`src/rtl/multicycle_control.sv`:
```
// Multicycle MIPS-subset controller: registered state plus combinational
// decode of datapath controls, with memory-ready stalls on fetch and data access.
module multicycle_control (
    input  logic       clk,
    input  logic       arst_n,
    input  logic [5:0] opcode,
    input  logic       mem_ready,
    output logic       pc_write,
    output logic       pc_write_cond,
    output logic       iord,
    output logic       ir_write,
    output logic       mem_read,
    output logic       mem_write,
    output logic       mem_2_reg,
    output logic       reg_dst,
    output logic       reg_write,
    output logic       alu_src_a,
    output logic [1:0] alu_src_b,
    output logic [1:0] alu_op,
    output logic [1:0] pc_source,
    output logic       instr_done,
    output logic       illegal_op,
    output logic [3:0] state
);

    typedef enum logic [3:0] {
        IDLE      = 4'd0,
        FETCH     = 4'd1,
        DECODE    = 4'd2,
        MEM_ADDR  = 4'd3,
        MEM_READ  = 4'd4,
        MEM_WB    = 4'd5,
        MEM_WRITE = 4'd6,
        EXECUTE   = 4'd7,
        ALU_WB    = 4'd8,
        BRANCH    = 4'd9,
        JUMP      = 4'd10,
        ADDI_EX   = 4'd11,
        ADDI_WB   = 4'd12
    } state_t;

    localparam logic [5:0] OP_RTYPE = 6'h00;
    localparam logic [5:0] OP_J     = 6'h02;
    localparam logic [5:0] OP_BEQ   = 6'h04;
    localparam logic [5:0] OP_ADDI  = 6'h08;
    localparam logic [5:0] OP_LW    = 6'h23;
    localparam logic [5:0] OP_SW    = 6'h2B;

    state_t cur, nxt;

    always_ff @(posedge clk or negedge arst_n) begin
        if (!arst_n) cur <= IDLE;
        else         cur <= nxt;
    end

    assign state = cur;

    always_comb begin
        nxt           = cur;
        pc_write      = 1'b0;
        pc_write_cond = 1'b0;
        iord          = 1'b0;
        ir_write      = 1'b0;
        mem_read      = 1'b0;
        mem_write     = 1'b0;
        mem_2_reg     = 1'b0;
        reg_dst       = 1'b0;
        reg_write     = 1'b0;
        alu_src_a     = 1'b0;
        alu_src_b     = 2'b00;
        alu_op        = 2'b00;
        pc_source     = 2'b00;
        instr_done    = 1'b0;
        illegal_op    = 1'b0;
        case (cur)
            IDLE: nxt = FETCH;
            FETCH: begin
                // PC += 4 and IR load only commit on the cycle the read returns
                mem_read  = 1'b1;
                alu_src_b = 2'b01;
                if (mem_ready) begin
                    ir_write = 1'b1;
                    pc_write = 1'b1;
                    nxt      = DECODE;
                end
            end
            DECODE: begin
                alu_src_b = 2'b11;
                case (opcode)
                    OP_LW, OP_SW: nxt = MEM_ADDR;
                    OP_RTYPE:     nxt = EXECUTE;
                    OP_BEQ:       nxt = BRANCH;
                    OP_J:         nxt = JUMP;
                    OP_ADDI:      nxt = ADDI_EX;
                    default: begin
                        illegal_op = 1'b1;
                        nxt        = FETCH;
                    end
                endcase
            end
            MEM_ADDR: begin
                alu_src_a = 1'b1;
                alu_src_b = 2'b10;
                nxt       = (opcode == OP_LW) ? MEM_READ : MEM_WRITE;
            end
            MEM_READ: begin
                mem_read = 1'b1;
                iord     = 1'b1;
                if (mem_ready) nxt = MEM_WB;
            end
            MEM_WB: begin
                mem_2_reg  = 1'b1;
                reg_write  = 1'b1;
                instr_done = 1'b1;
                nxt        = FETCH;
            end
            MEM_WRITE: begin
                mem_write = 1'b1;
                iord      = 1'b1;
                if (mem_ready) begin
                    instr_done = 1'b1;
                    nxt        = FETCH;
                end
            end
            EXECUTE: begin
                alu_src_a = 1'b1;
                alu_op    = 2'b10;
                nxt       = ALU_WB;
            end
            ALU_WB: begin
                reg_dst    = 1'b1;
                reg_write  = 1'b1;
                instr_done = 1'b1;
                nxt        = FETCH;
            end
            BRANCH: begin
                alu_src_a     = 1'b1;
                alu_op        = 2'b01;
                pc_write_cond = 1'b1;
                pc_source     = 2'b01;
                instr_done    = 1'b1;
                nxt           = FETCH;
            end
            JUMP: begin
                pc_write   = 1'b1;
                pc_source  = 2'b10;
                instr_done = 1'b1;
                nxt        = FETCH;
            end
            ADDI_EX: begin
                alu_src_a = 1'b1;
                alu_src_b = 2'b10;
                nxt       = ADDI_WB;
            end
            ADDI_WB: begin
                reg_write  = 1'b1;
                instr_done = 1'b1;
                nxt        = FETCH;
            end
            default: nxt = IDLE;
        endcase
    end

endmodule

```
`config.mk`:
```
export PLATFORM = sky130hd
export DESIGN_NAME = multicycle_control
export DESIGN_NICKNAME = d
export VERILOG_FILES = /design/src/rtl/multicycle_control.sv
export SDC_FILE = /design/constraint.sdc
export NUM_CORES = 1
export LEC_CHECK = 0
export CAP_MARGIN = 5
export CORE_MARGIN = 5
export CORE_UTILIZATION = 38
export CTS_CLUSTER_SIZE = 14
export DETAILED_ROUTE_END_ITERATION = 8
export GPL_ROUTABILITY_DRIVEN = 0
export PLACE_DENSITY = 0.75
export SYNTH_ARGS = -nofsm -noshare
export SYNTH_HDL_FRONTEND = slang
export SYNTH_SLANG_ARGS = --single-unit
```
`constraint.sdc`:
```
create_clock -name clk -period 2.4 [get_ports clk]
set_clock_uncertainty 0.2 [all_clocks]
set_input_delay 0.72 -clock clk [delete_from_list [all_inputs] [get_ports clk]]
set_output_delay 0.72 -clock clk [all_outputs]
set_load 0.01 [all_outputs]
```
==> flow_metrics.tcl <==
set metrics [dict create \
    clkTransAtPathRegs_ps 40 \
    setup_viol 1 \
    fill_cells 111 \
    timing_hold_violations_final 0 \
    run_status "complete, but fails checks" \
    clk_root_buffer_cell "sky130_fd_sc_hd__clkbuf_4" \
    drt_drc_violations_left 0 \
    critical_path.slowest_cell "sky130_fd_sc_hd__o211a_1" \
    detail_route.vias_per_cell 5.29 \
    coreArea_um2 1470 \
    worstPathMaxFanout 3 \
    m1WireLength_um 846 \
    worst_slew_margin_rel_pct 83.1 \
    initial_utilization_pct 38.7 \
    synthesis.area_um2 569 \
    worstReg2RegEnd "state[3]$_DFFE_PN0P_" \
    cells_after_synth 78 \
    fin_util_pct 79.2 \
    period_share_pct 102 \
    grt_start_max_net_pins 11 \
    multiInputGateArea_um2 502 \
    wl_met3_um 113 \
    grt_antenna_before_repair 0 \
    yosysUniqueCellTypes 33 \
    portBuffers 30 \
    finalNetCount 149 \
    first_iter_violations 8 \
    mappedNetlistNets 87 \
    worst_skew_pair.late_latency_ps 230 \
    grt_pass1_wl_um 3390 \
    clockBufferDepth 2 \
    die_boundary_height_um 48.7 \
    hpwlAfterDp_um 1530 \
    antenna_cells_inserted 0 \
    numPlacedInstances 142 \
    p_leak_nw 0.561 \
    cp_slowest_stage_delay_ps 240 \
    die_area_um2 2370 \
    cts.htree.levels 1 \
    path_delay_family "buffers and inverters" \
    die_width_um 48.7 \
    setup_slack_ps -47.0 \
    ios 31 \
    setup.reg_to_reg.worst_slack_ps 850 \
    tritoncts.num_buffers 3 \
    grt_use_total_pct 16.9 \
    worst_r2r_startpoint "state[1]$_DFFE_PN0P_" \
    timing.critical_path.cells "buf_8 -> xor2_1 -> o211a_1 -> nor3b_2 -> buf_2" \
    synth.yosys.seq_area_share_pct 17.6 \
    seq_area_um2 103 \
    cell_pwr_density_nw_per_um2 990 \
    critPathCaptureType "output pin" \
    critPathLaunchType "input port" \
    data_required_time_at_the_worst_endpoint_ps 1480 \
    stdcell_count 154 \
    netSwitchingFraction_pct 44.0 \
    vias 815 \
    reg2reg_depth 4 \
    gr-total-overflow 0 \
    rsz0062_at_grt "true" \
    route.met2.wl_um 1240 \
    power_frac_seq_pct 11.2 \
    first_pass_iters 4 \
    fp-row-count 14 \
    detail_route.wirelength_um 2210 \
    tritoncts "done" \
    drtAntennaViolNets 0 \
    crit_buf_inv 2 \
    vias_in_the_first_global_route 797 \
    largest_reg_flops 4 \
    power.switching_uw 507 \
    ys.warnings.count 0 \
    max-cap-violations 0 \
    drt-wirelength-per-cell_um 14.4 \
    power.internal_uw 646 \
    synth_seq_cells 4 \
    post_synth.cell_area_avg_um2 7.30 \
    violations "setup timing" \
    max_freq_ghz 0.409 \
    layout-drive-gt1-share_pct 52.2 \
    criticalPathCategory "input port to output pin" \
    clock_power_share_pct 7.0 \
    hold_path.class "input port to async pin" \
    worstSetupStartpoint "opcode[2]" \
    timing_worst_slew_pin_value_ps 251 \
    fin_crit_ps 2450 \
    tritoncts_num_sinks 4 \
    crit_arrival_ps 1530 \
    vdd.ir_drop.worst_v 0.000629 \
    comb_power_share_pct 81.8 \
    maxSlewViolCount 0 \
    highest-signal-layer "met4" \
    area_delta_synth_final_pct 105 \
]
kinds of logic (layout without fill, tap and decap cells):
logic type             Yosys count  count (layout)  share of synthesized area (%)
AND/OR/NAND/NOR                 44              44                           46.6
XOR/XNOR                         2               2                           3.08
AO/OA/AOI/OAI                   21              21                           23.7
flip-flops                       4               4                           17.6
buffers and inverters            7              67                           9.01
how the worst max path moves through the flow:
stage,slack (ps),cells past startpoint,endpoint
2_1_floorplan,80,3,illegal_op
3_3_place_gp,-820,5,illegal_op
3_5_place_dp,-860,5,illegal_op
4_1_cts,-120,5,illegal_op
5_1_grt,-90,5,illegal_op
6_report,-50,5,illegal_op
power by group through the flow:
stage,Combinational [mW],Clock [mW],Sequential [mW]
after floorplan,0.423,0,0.138
after global placement,0.848,0,0.135
after detailed placement,0.869,0,0.136
after CTS,0.863,0.0814,0.131
after global routing,1.03,0.0876,0.133
final,0.944,0.0802,0.129
cells in the mapped netlist:
| master | number | area (um^2) |
|---|---|---|
| sky130_fd_sc_hd__nor2_1 | 12 | 45.0 |
| sky130_fd_sc_hd__a21oi_1 | 5 | 25.0 |
| sky130_fd_sc_hd__nor3_1 | 5 | 25.0 |
| sky130_fd_sc_hd__o21ai_0 | 5 | 25.0 |
| sky130_fd_sc_hd__buf_4 | 4 | 30.0 |
| sky130_fd_sc_hd__dfrtp_1 | 4 | 100 |
| sky130_fd_sc_hd__nand2_1 | 4 | 15.0 |
| sky130_fd_sc_hd__nor2b_1 | 4 | 25.0 |
| sky130_fd_sc_hd__nor3b_1 | 4 | 30.0 |
| sky130_fd_sc_hd__and3_1 | 3 | 18.8 |
| sky130_fd_sc_hd__nand2b_1 | 3 | 18.8 |
| sky130_fd_sc_hd__o211ai_1 | 3 | 22.5 |
| sky130_fd_sc_hd__buf_2 | 2 | 10.0 |
| sky130_fd_sc_hd__a211o_1 | 1 | 8.76 |
| sky130_fd_sc_hd__a211oi_1 | 1 | 7.51 |
| sky130_fd_sc_hd__a21boi_0 | 1 | 7.51 |
| sky130_fd_sc_hd__a21boi_1 | 1 | 7.51 |
| sky130_fd_sc_hd__and4b_1 | 1 | 10.0 |
| sky130_fd_sc_hd__buf_6 | 1 | 11.3 |
| sky130_fd_sc_hd__nand2b_2 | 1 | 8.76 |
| sky130_fd_sc_hd__nand4_1 | 1 | 6.26 |
| sky130_fd_sc_hd__nand4b_1 | 1 | 8.76 |
| sky130_fd_sc_hd__nor4_1 | 1 | 6.26 |
| sky130_fd_sc_hd__nor4b_4 | 1 | 23.8 |
| sky130_fd_sc_hd__nor4bb_1 | 1 | 10.0 |
| sky130_fd_sc_hd__o211a_1 | 1 | 10.0 |
| sky130_fd_sc_hd__o21a_1 | 1 | 7.51 |
| sky130_fd_sc_hd__o21ai_1 | 1 | 5.00 |
| sky130_fd_sc_hd__o221ai_1 | 1 | 8.76 |
| sky130_fd_sc_hd__or2b_1 | 1 | 7.51 |
| sky130_fd_sc_hd__or3_1 | 1 | 6.26 |
| sky130_fd_sc_hd__xnor2_1 | 1 | 8.76 |
| sky130_fd_sc_hd__xor2_1 | 1 | 8.76 |
worst reg2reg max path, delay by kind of cell (launching register included):
family,cells,cell delay [ps]
flops,1,430
buf+inv,2,340
compound gates,1,270
simple gates,1,190
final cells by class:
| type | instances | area share (%) |
|---|---|---|
| timing repair buffer | 64 | 44.5 |
| multi-input combinational | 67 | 43.1 |
| sequential | 4 | 8.81 |
| clock buffer | 3 | 1.93 |
| tap | 16 | 1.72 |
per-layer routing:
| metal | track usage (%) | up-vias |
|---|---|---|
| met5 | 0 | - |
| met4 | 5.83 | 0 |
| met3 | 3.07 | 2 |
| met2 | 33.0 | 29 |
| met1 | 17.3 | 379 |
| li1 | - | 405 |
placed cells by master, fill, tap and decap left out, drive strengths merged, types with 2 or more instances in the layout:
cell type and count:
a21boi 2, a21oi 5, and3 3, buf 42, clkbuf 8, clkdlybuf4s15 6, clkdlybuf4s50 5, dfrtp 4
dlygate4sd2 6, nand2 4, nand2b 4, nor2 12, nor2b 4, nor3 5, nor3b 4, o211ai 3
o21ai 6
stage by stage:
step	hold WS, ps	setup WS (ps)	power [mW]	area [um^2]	setup TNS, ps
3_3_place_gp	563	-824	0.983	1030	-3100
4_1_cts	492	-117	1.08	1090	-117
2_1_floorplan	224	79.9	0.561	569	0
3_5_place_dp	567	-863	1.01	1030	-3620
6_report	488	-47.0	1.15	1160	-47.0
5_1_grt	508	-89.3	1.25	1160	-198
repair_timing:
action,in CTS,in global routing
endpoints found under the setup margin,18,12
buffers inserted,5,4
hold buffers,0,0
endpoints found under the hold margin,0,0
cloned,0,0
resized for setup,65,34
pin swaps,6,9
(Power assumes the default switching activity.)
